[src/rtl/traffic_pkg.sv]
// rtl/traffic_pkg.sv - shared types and constants for the intersection phase sequencer
//
// Purpose: common state encoding, phase width, approach count and lamp helpers
//          used by the sequencer FSM and its next-phase arbiter.
// Ports:   none (package)
package traffic_pkg;

  localparam int NUM_APP = 4;
  localparam int PHASE_W = 2;

  // Lamp pattern with every approach held at red.
  localparam logic [NUM_APP-1:0] ALL_RED = 4'b1111;

  typedef enum logic [1:0] {
    ST_IDLE  = 2'd0,
    ST_GREEN = 2'd1,
    ST_AMBER = 2'd2
  } state_e;

  // One-hot lamp vector for a phase index.
  function automatic logic [NUM_APP-1:0] phase_onehot(input logic [PHASE_W-1:0] p);
    logic [NUM_APP-1:0] one;
    one = 4'b0001;
    return one << p;
  endfunction

endpackage

[src/rtl/traffic_phase_sequencer_next_phase_arbiter.sv]
// rtl/traffic_phase_sequencer_next_phase_arbiter.sv - rotating-priority next-phase selector
//
// Purpose: picks the approach that gets the next green. An emergency request
//          wins outright; otherwise the first approach after the current one
//          (in rotating order) with sensed traffic is chosen, falling back to
//          plain round-robin when nobody is waiting.
// Ports:
//   phase_i      current phase
//   sense_i      vehicle presence per approach
//   emerg_i      emergency override request
//   emerg_dir_i  approach requested by the emergency vehicle
//   next_phase_o selected next phase (combinational)
module next_phase_arbiter
  import traffic_pkg::*;
(
  input  logic [PHASE_W-1:0] phase_i,
  input  logic [NUM_APP-1:0] sense_i,
  input  logic               emerg_i,
  input  logic [PHASE_W-1:0] emerg_dir_i,
  output logic [PHASE_W-1:0] next_phase_o
);

  logic [PHASE_W-1:0] p1;
  logic [PHASE_W-1:0] p2;
  logic [PHASE_W-1:0] p3;

  // Two-bit adds wrap naturally, giving the mod-4 rotation.
  assign p1 = phase_i + 2'd1;
  assign p2 = phase_i + 2'd2;
  assign p3 = phase_i + 2'd3;

  // The current approach is deliberately absent from the search so it is
  // never re-granted without an emergency.
  always_comb begin
    next_phase_o = p1;
    if (emerg_i) begin
      next_phase_o = emerg_dir_i;
    end else if (sense_i[p1]) begin
      next_phase_o = p1;
    end else if (sense_i[p2]) begin
      next_phase_o = p2;
    end else if (sense_i[p3]) begin
      next_phase_o = p3;
    end
  end

endmodule

[src/rtl/traffic_phase_sequencer.sv]
// rtl/traffic_phase_sequencer.sv - master phase FSM for the four-approach intersection
//
// Purpose: sequences GREEN -> AMBER -> next GREEN, drives the timer's phase and
//          restart pulse, honours emergency preemption and orderly shutdown,
//          and produces registered lamp outputs.
// Ports:
//   clk        system clock, rising edge
//   reset      asynchronous active-high reset, forces IDLE / all red
//   enable     run request; low requests shutdown to all-red
//   expired    one-cycle pulse from timer: green time elapsed
//   sense      vehicle presence per approach (level)
//   emerg      emergency override request (level)
//   emerg_dir  approach given priority while emerg is high
//   phase      current phase to timer
//   load       one-cycle timer restart pulse
//   green      one-hot green lamps
//   yellow     one-hot amber lamps
//   red        red lamps, always ~(green|yellow)
module traffic_phase_sequencer
  import traffic_pkg::*;
#(
  parameter int AMBER_CYC = 3,
  parameter int NUM_APP   = 4
) (
  input  logic               clk,
  input  logic               reset,
  input  logic               enable,
  input  logic               expired,
  input  logic [NUM_APP-1:0] sense,
  input  logic               emerg,
  input  logic [1:0]         emerg_dir,
  output logic [1:0]         phase,
  output logic               load,
  output logic [NUM_APP-1:0] green,
  output logic [NUM_APP-1:0] yellow,
  output logic [NUM_APP-1:0] red
);

  localparam int CNT_W = (AMBER_CYC > 1) ? $clog2(AMBER_CYC) : 1;
  localparam logic [CNT_W-1:0] AMBER_LOAD = CNT_W'(AMBER_CYC - 1);

  state_e             state_q, state_d;
  logic [1:0]         phase_q, phase_d;
  logic               load_q, load_d;
  logic [NUM_APP-1:0] green_q, green_d;
  logic [NUM_APP-1:0] yellow_q, yellow_d;
  logic [NUM_APP-1:0] red_q, red_d;
  logic [CNT_W-1:0]   cnt_q, cnt_d;
  // Set while an emergency is holding the already-green approach; its
  // falling edge triggers the full-green restart.
  logic               hold_q, hold_d;

  logic [1:0]         next_phase;

  next_phase_arbiter u_arb (
    .phase_i      (phase_q),
    .sense_i      (sense),
    .emerg_i      (emerg),
    .emerg_dir_i  (emerg_dir),
    .next_phase_o (next_phase)
  );

  always_comb begin
    state_d = state_q;
    phase_d = phase_q;
    load_d  = 1'b0;
    cnt_d   = cnt_q;
    hold_d  = hold_q;

    case (state_q)
      ST_IDLE: begin
        if (enable) begin
          state_d = ST_GREEN;
          phase_d = emerg ? emerg_dir : 2'd0;
          load_d  = 1'b1;
        end
      end

      ST_GREEN: begin
        // Preemption to another approach and shutdown both end the green
        // early; a coincident expiry collapses into the same single amber.
        if ((emerg && (emerg_dir != phase_q)) || !enable) begin
          state_d = ST_AMBER;
          cnt_d   = AMBER_LOAD;
          hold_d  = 1'b0;
        end else if (emerg) begin
          hold_d = 1'b1;
        end else if (hold_q) begin
          // Emergency just released on the green approach: give it a fresh
          // full green rather than whatever was left on the timer.
          hold_d = 1'b0;
          load_d = 1'b1;
        end else if (expired) begin
          state_d = ST_AMBER;
          cnt_d   = AMBER_LOAD;
        end
      end

      ST_AMBER: begin
        if (cnt_q == '0) begin
          hold_d = 1'b0;
          if (enable) begin
            state_d = ST_GREEN;
            phase_d = next_phase;
            load_d  = 1'b1;
          end else begin
            state_d = ST_IDLE;
            phase_d = 2'd0;
          end
        end else begin
          cnt_d = cnt_q - CNT_W'(1);
        end
      end

      default: begin
        state_d = ST_IDLE;
        phase_d = 2'd0;
        cnt_d   = '0;
        hold_d  = 1'b0;
      end
    endcase

    // Lamps are decoded from the next state so they register together with it.
    green_d  = (state_d == ST_GREEN) ? phase_onehot(phase_d) : '0;
    yellow_d = (state_d == ST_AMBER) ? phase_onehot(phase_d) : '0;
    red_d    = ~(green_d | yellow_d);
  end

  always_ff @(posedge clk or posedge reset) begin
    if (reset) begin
      state_q  <= ST_IDLE;
      phase_q  <= 2'd0;
      load_q   <= 1'b0;
      green_q  <= '0;
      yellow_q <= '0;
      red_q    <= ALL_RED;
      cnt_q    <= '0;
      hold_q   <= 1'b0;
    end else begin
      state_q  <= state_d;
      phase_q  <= phase_d;
      load_q   <= load_d;
      green_q  <= green_d;
      yellow_q <= yellow_d;
      red_q    <= red_d;
      cnt_q    <= cnt_d;
      hold_q   <= hold_d;
    end
  end

  assign phase  = phase_q;
  assign load   = load_q;
  assign green  = green_q;
  assign yellow = yellow_q;
  assign red    = red_q;

endmodule

[config.mk]
export PLATFORM = sky130hd
export DESIGN_NAME = traffic_phase_sequencer
export DESIGN_NICKNAME = d
export VERILOG_FILES = /design/src/rtl/traffic_pkg.sv /design/src/rtl/traffic_phase_sequencer_next_phase_arbiter.sv /design/src/rtl/traffic_phase_sequencer.sv
export SDC_FILE = /design/constraint.sdc
export NUM_CORES = 1
export LEC_CHECK = 0
export CORE_MARGIN = 1
export CORE_UTILIZATION = 49
export DETAILED_ROUTE_END_ITERATION = 8
export HOLD_SLACK_MARGIN = 0.1
export MAX_ROUTING_LAYER = met4
export PLACE_DENSITY_LB_ADDON = 0.1
export REMOVE_ABC_BUFFERS = 1
export SYNTH_ARGS = -nofsm -noshare
export SYNTH_HDL_FRONTEND = slang
export SYNTH_SLANG_ARGS = --single-unit
[constraint.sdc]
create_clock -name clk -period 3.3 [get_ports clk]
set_clock_uncertainty 0.1 [all_clocks]
set_input_delay 0.825 -clock clk [delete_from_list [all_inputs] [get_ports clk]]
set_output_delay 0.825 -clock clk [all_outputs]
set_load 0.02 [all_outputs]
* Word-level counts from Yosys, hierarchy flattened
Cells that the tools add are included.
** Word-level totals
- Bits in registers :: 20
- Latch bits :: 0
- Bits in writable memories :: 0
- Memory bits (read-only) :: 0
- Input bits :: 11
- Word-level logic and storage cells :: 77
- Memories kept :: 0
** Cells by class
- Add/subtract/negate cells :: 4
- Multiply operators :: 0
- Div/mod/pow operators :: 0
- Magnitude comparators :: 3
- Equal/unequal tests :: 10
- Shift-type cells :: 1
- Multiplexer cells :: 41
- Bitwise operators :: 3
- Reductions and logical operators :: 7
** Operators by type and width (count)
- $mux 2 :: 19
- $pmux 2 s3 :: 3
- $mux 1 :: 12
- $lt 2x3->1 const B :: 3
- $ne 3x3->1 const B :: 3
- $mux 4 :: 2
- $bmux 1 s2 :: 3
- $pmux 1 s3 :: 2
- $reduce_and 5->1 :: 1
- $add 2x2->2 const B :: 2
- $eq 2x1->1 const B :: 2
- $eq 2x2->1 const B :: 2
- $logic_not 2->1 :: 2
- $ne 2x2->1 const B :: 2
- $not 4->4 :: 1
- $or 4x4->4 :: 1
- $shl 1x2->4 const A :: 1
- $add 2x1->2 const B :: 1
- $ne 2x2->1 :: 1
- $reduce_and 2->1 :: 1
- $sub 2x1->2 const B :: 1
- $logic_and 1x1->1 :: 1
- $logic_not 1->1 :: 1
- $logic_or 1x1->1 :: 1
- $not 1->1 :: 1

* Logic depth before layout (Yosys ltp)
- Depth in word-level cells :: 14
- Mapped depth :: 7
- Gate-level depth less buffers :: 7

* Modules after synthesis
A second synthesis with hierarchy kept.
** Second synthesis, totals
- Cells, all modules :: 122
- Area, all modules :: 1226.2 um2
** By module, submodules not included
- traffic_phase_sequencer :: times used 1, cells each 102, area an instance 1103.6 um2
- next_phase_arbiter :: times used 1, cells each 20, area an instance 122.6 um2

* Worst setup path after synthesis
Ideal clock, no wire load.
- Path kind :: reg2reg
- Start :: register state_q[0]
- End :: register red_q[0] (netlist: red[0])
- Arrival :: 2.233 ns
- Slack :: 0.866 ns
- Stages on the path, launching flop included :: 8
- Buffers on the path :: 0
- Clock period less this slack :: 2.434 ns
- Cell sequence :: dfrtp_1 > inv_1 > ha_1 > nor2b_4 > or3_1 > a222oi_1 > nand2_2 > nand4b_1
** Between the ends
- Word-level cells in the longest chain between the ends :: 9
- Elaborated cells between the ends (all ways) :: 18
** RTL lines
- start, declared :: line traffic_phase_sequencer.sv:42 : state_e state_q, state_d;
- start signal, assigned :: line traffic_phase_sequencer.sv:140 : state_q <= state_d;
- $mux 2 :: line traffic_phase_sequencer.sv:93 : end else if (expired) begin
- $mux 2 :: line traffic_phase_sequencer.sv:88 : end else if (hold_q) begin
- $mux 2 :: line traffic_phase_sequencer.sv:86 : end else if (emerg) begin
- $mux 2 :: line traffic_phase_sequencer.sv:82 : if ((emerg && (emerg_dir != phase_q)) || !enable) begin
- $pmux 2 s3 :: line traffic_phase_sequencer.sv:70 : case (state_q)
- $eq 2x1->1 or $eq 2x2->1 (tied branches) :: line traffic_phase_sequencer.sv:124, traffic_phase_sequencer.sv:125
- $mux 4, on equally long branches :: line traffic_phase_sequencer.sv:124, traffic_phase_sequencer.sv:125
- $or 4x4->4 (*) :: line traffic_phase_sequencer.sv:126 : red_d = ~(green_d | yellow_d);
- $not 4->4 (*) :: line traffic_phase_sequencer.sv:126
- via red_d[0] :: line traffic_phase_sequencer.sv:47 : logic [NUM_APP-1:0] red_q, red_d;
- end signal, assigned :: line traffic_phase_sequencer.sv:145 : red_q <= red_d;
- end, declared :: line traffic_phase_sequencer.sv:47
The timed path passes the listed nets; every way through them passes the cells marked *.
A chain may end at the register's enable or synchronous reset.

* Final worst setup path
- Start :: input port enable
- End :: register green_q[3] (netlist: green[3])
** Between the ends
- Word-level cells in the longest chain between the ends :: 6
- Elaborated cells between the ends (all ways) :: 14
** RTL lines
- start, declared :: line traffic_phase_sequencer.sv:27 : input logic enable,
- $logic_not 1->1 :: line traffic_phase_sequencer.sv:82
- $logic_or 1x1->1 :: line traffic_phase_sequencer.sv:82
- $mux 2 :: line traffic_phase_sequencer.sv:82
- $pmux 2 s3 :: line traffic_phase_sequencer.sv:70
- $eq 2x1->1 :: line traffic_phase_sequencer.sv:124 : green_d = (state_d == ST_GREEN) ? phase_onehot(phase_d) : '0;
- $mux 4 (*) :: line traffic_phase_sequencer.sv:124
- via green_d[3] :: line traffic_phase_sequencer.sv:45 : logic [NUM_APP-1:0] green_q, green_d;
- end signal, assigned :: line traffic_phase_sequencer.sv:143 : green_q <= green_d;
- end, declared :: line traffic_phase_sequencer.sv:45
Marks and branches as above.

==> summary.md <==
| Metric | Value |
|---|---|
| Worst-path fanout max | 7 |
| DRT Pass-1 Iters | 4 |
| Actual slew at the worst max-slew pin | just over 700 ps |
| Hold path cells | 2 |
| Setup crit start kind | input pin |
| Fmax | about 0.37 GHz |
| Hold Violations, Final | 0 |
| Ant diodes | 0 |
| Final Core Density | 0.657 |
| Grt total ovfl | 0 |
| TritonCTS clock tree | yes |
| Longest Clk Path Bufs | 2 |
| Via count | around 980 |
| Clk_lat worst skew | around 290 ps |
| Avg WL per Cell | 13.7 µm |
| Post-CTS Resized | 0 |
| H-tree levels | 1 |
| Seq/Total Area, Yosys | 0.444 |
| Die X | between 50 and 60 µm |
| IO buf count | 25 |
| Max-cap violations | 0 |
| Top cell type by total area after synthesis | dfrtp_1 |
| Setup WS post-layout | approximately 620 ps |
| Setup bufs post-CTS | 0 |
| Final GP Congestion | between 0.8 and 0.9 |
| Worst endpoint required time | approximately 3400 ps |
| Nets@finish | between 150 and 200 |
| Slew Viols, Final | 0 |
| Status | complete, no violations |
| Vias in the first global route | between 800 and 900 |
| Clk sink count | 20 |
| Fillcell total | 195 |
| Clk slew on worst S/H paths | roughly 110 ps |
| FF-to-FF path depth | 7 |
| Slew headroom | 0.515 |
| First-pass GRT wire length | approximately 3900 µm |
| Commonest cells after routing, fill and taps aside | 25 x clkdlybuf4s50_1, 16 x dfrtp_1, 9 x nor2_1, 8 x nand2_1, 7 x a21oi_1 |
| Root Buffer | clkbuf_4 |
| Final period utilization | 0.811 |
| RSZ-0062 raised after global routing | false |
| Largest cells by area after synthesis | dfrtp_1 35%, dfstp_2 9.2%, ha_1 5.5% |
| Layout cells sized above 1 | 0.0986 |
| Drt first-iter violations | 23 |
| Cells after Synth | roughly 120 |
| Fin crit period | around 2700 ps |
| Yosys top cell area share | 0.352 |
| Crit path DAT | roughly 2800 ps |
| Final ANT Viol Nets | 0 |
| Fin Setup TNS | 0 ps |
| Drc violations | 0 |
| Via-per-instance ratio | around 5.8 |
| Die Span Y | between 50 and 60 µm |
| Critical path type | input pin to flop |
| Flop2flop setup slack | around 760 ps |
| GR Util All Layers | 0.212 |
| Initial antenna violation count | 0 |
| Syn avg cell area | between 9 and 10 µm² |
| Largest net degree at the start of global routing | 21 |
| Hold Worst Slack | roughly 420 ps |
| Detailed-route wire length | between 2000 and 2500 µm |
| # setup viols final | 0 |
| Synthesized flop and latch total | 20 |
| PD cells | 814 nW/µm² |
| Cell Rows | 17 |
| Final HPWL DP | around 1800 µm |
| Leak | roughly 0.59 nW |
| Die area | approximately 2500 µm² |
| Post-Syn Area | 1140 µm² |
| Commonest non-fill, non-tap cell in the layout | clkdlybuf4s50_1 |
| Yosys Warn Count | 0 |
| Core Box Area | between 2000 and 2500 µm² |
| Total power | about 1.2 mW |
| Nature of the critical path endpoint | flop |
| HP Class | flop to flop |
| Hold_buf cts | 0 |
| Starting Density | 0.520 |
| Area Overhead vs Synth | 26.5% |
| Pre-CTS WS | 342 ps |
| Ports | 26 |
| Num CTS Buffers | 3 |
| Peak supply drop | between 500 and 600 µV |
| Yosys cell types | 45 |
## layout make-up
| type | count | area [µm²] | share of cell area |
|---|---|---|---|
| multi-input cells | 86 | 593 | 0.412 |
| well taps | 28 | 35.0 | 0.0243 |
| flip-flops and latches | 20 | 505 | 0.351 |
| inverters | 6 | 22.5 | 0.0156 |
| repair buffers | 26 | 258 | 0.179 |
| clock buffers | 4 | 26.3 | 0.0182 |
## report_power, final
group          total (mW)  switching [mW]  leakage [nW]  internal [mW]
clock network       0.117          0.0701        0.0150         0.0470
logic               0.669           0.373         0.322          0.296
registers           0.385          0.0632         0.258          0.322
## worst max-delay path, cell delays in order
cell             delay (ps)
clkdlybuf4s50_1         580
nor2b_1                  90
o31a_2                  290
a221oi_1                390
o21ai_0                 290
nor4_1                  300
## synth_stat cells
library cell and number:
or3_1 1, nor3b_1 1, dfstp_2 4, a22o_1 2
nand4b_1 3, nor2b_4 1, mux2i_1 3, inv_1 6
a211o_1 1, nor4b_1 1, nand2_1 8, a21o_2 1
nor2b_1 2, a221o_1 1, nor3_1 5, o21ai_0 5
nor4_1 2, nand4_1 2, buf_2 2, and2_1 2
o311a_1 1, o31a_1 1, nand2b_1 3, nand3b_1 1
dfrtp_1 16, and3_1 1, nor2_1 9, a222oi_1 1
a2111o_1 1, nand2_2 1, o211ai_1 1, a22o_2 1
or2_2 1, a211oi_1 1, a21oi_1 7, clkbuf_1 2
o31a_2 1, xnor2_1 2, o221ai_1 1, nand3_1 2
o221a_1 1, a21o_1 1, a221oi_1 1, ha_1 5
and4b_1 1
## layer usage
layer / vias up / global-route usage / wire, µm
met3: 4 / 0.0273 / 112
met2: 32 / 0.333 / 1160
met1: 462 / 0.266 / 1030
met5: - / - / 0
met4: 0 / 0.110 / 32
li1: 481 / - / -
## cell families after synthesis
group,after synthesis,share of synthesized area
AO/OA/AOI/OAI,29,0.190
XOR/XNOR,2,0.0154
adder cells (fa/ha/maj),5,0.0549
buffers and inverters,10,0.0352
flip-flops,20,0.444
multiplexers,3,0.0264
AND/OR/NAND/NOR,47,0.234
## stage by stage
step,area [µm²],cells
2_1_floorplan,1120,112
3_3_place_gp,1410,166
3_5_place_dp,1410,166
4_1_cts,1440,170
5_1_grt,1440,170
6_report,1440,170
## path summary, 6_finish.rpt
kind,startpoint,to
setup / recovery,enable,green[3]$_DFF_PP0_
hold / removal,hold_q$_DFFE_PP0P_,hold_q$_DFFE_PP0P_
setup reg to reg,state_q[0]$_DFF_PP0_,green[3]$_DFF_PP0_
hold reg to reg,hold_q$_DFFE_PP0P_,hold_q$_DFFE_PP0P_
max in group asynchronous,reset,state_q[0]$_DFF_PP0_
min in group asynchronous,reset,green[0]$_DFF_PP0_
## flip-flops by register name, indices dropped and copies added, names as in the netlist
name	count
red	4
cnt_q	2
hold_q	1
yellow	4
phase	2
green	4
state_q	2
load	1
(Power assumes the default switching activity.)
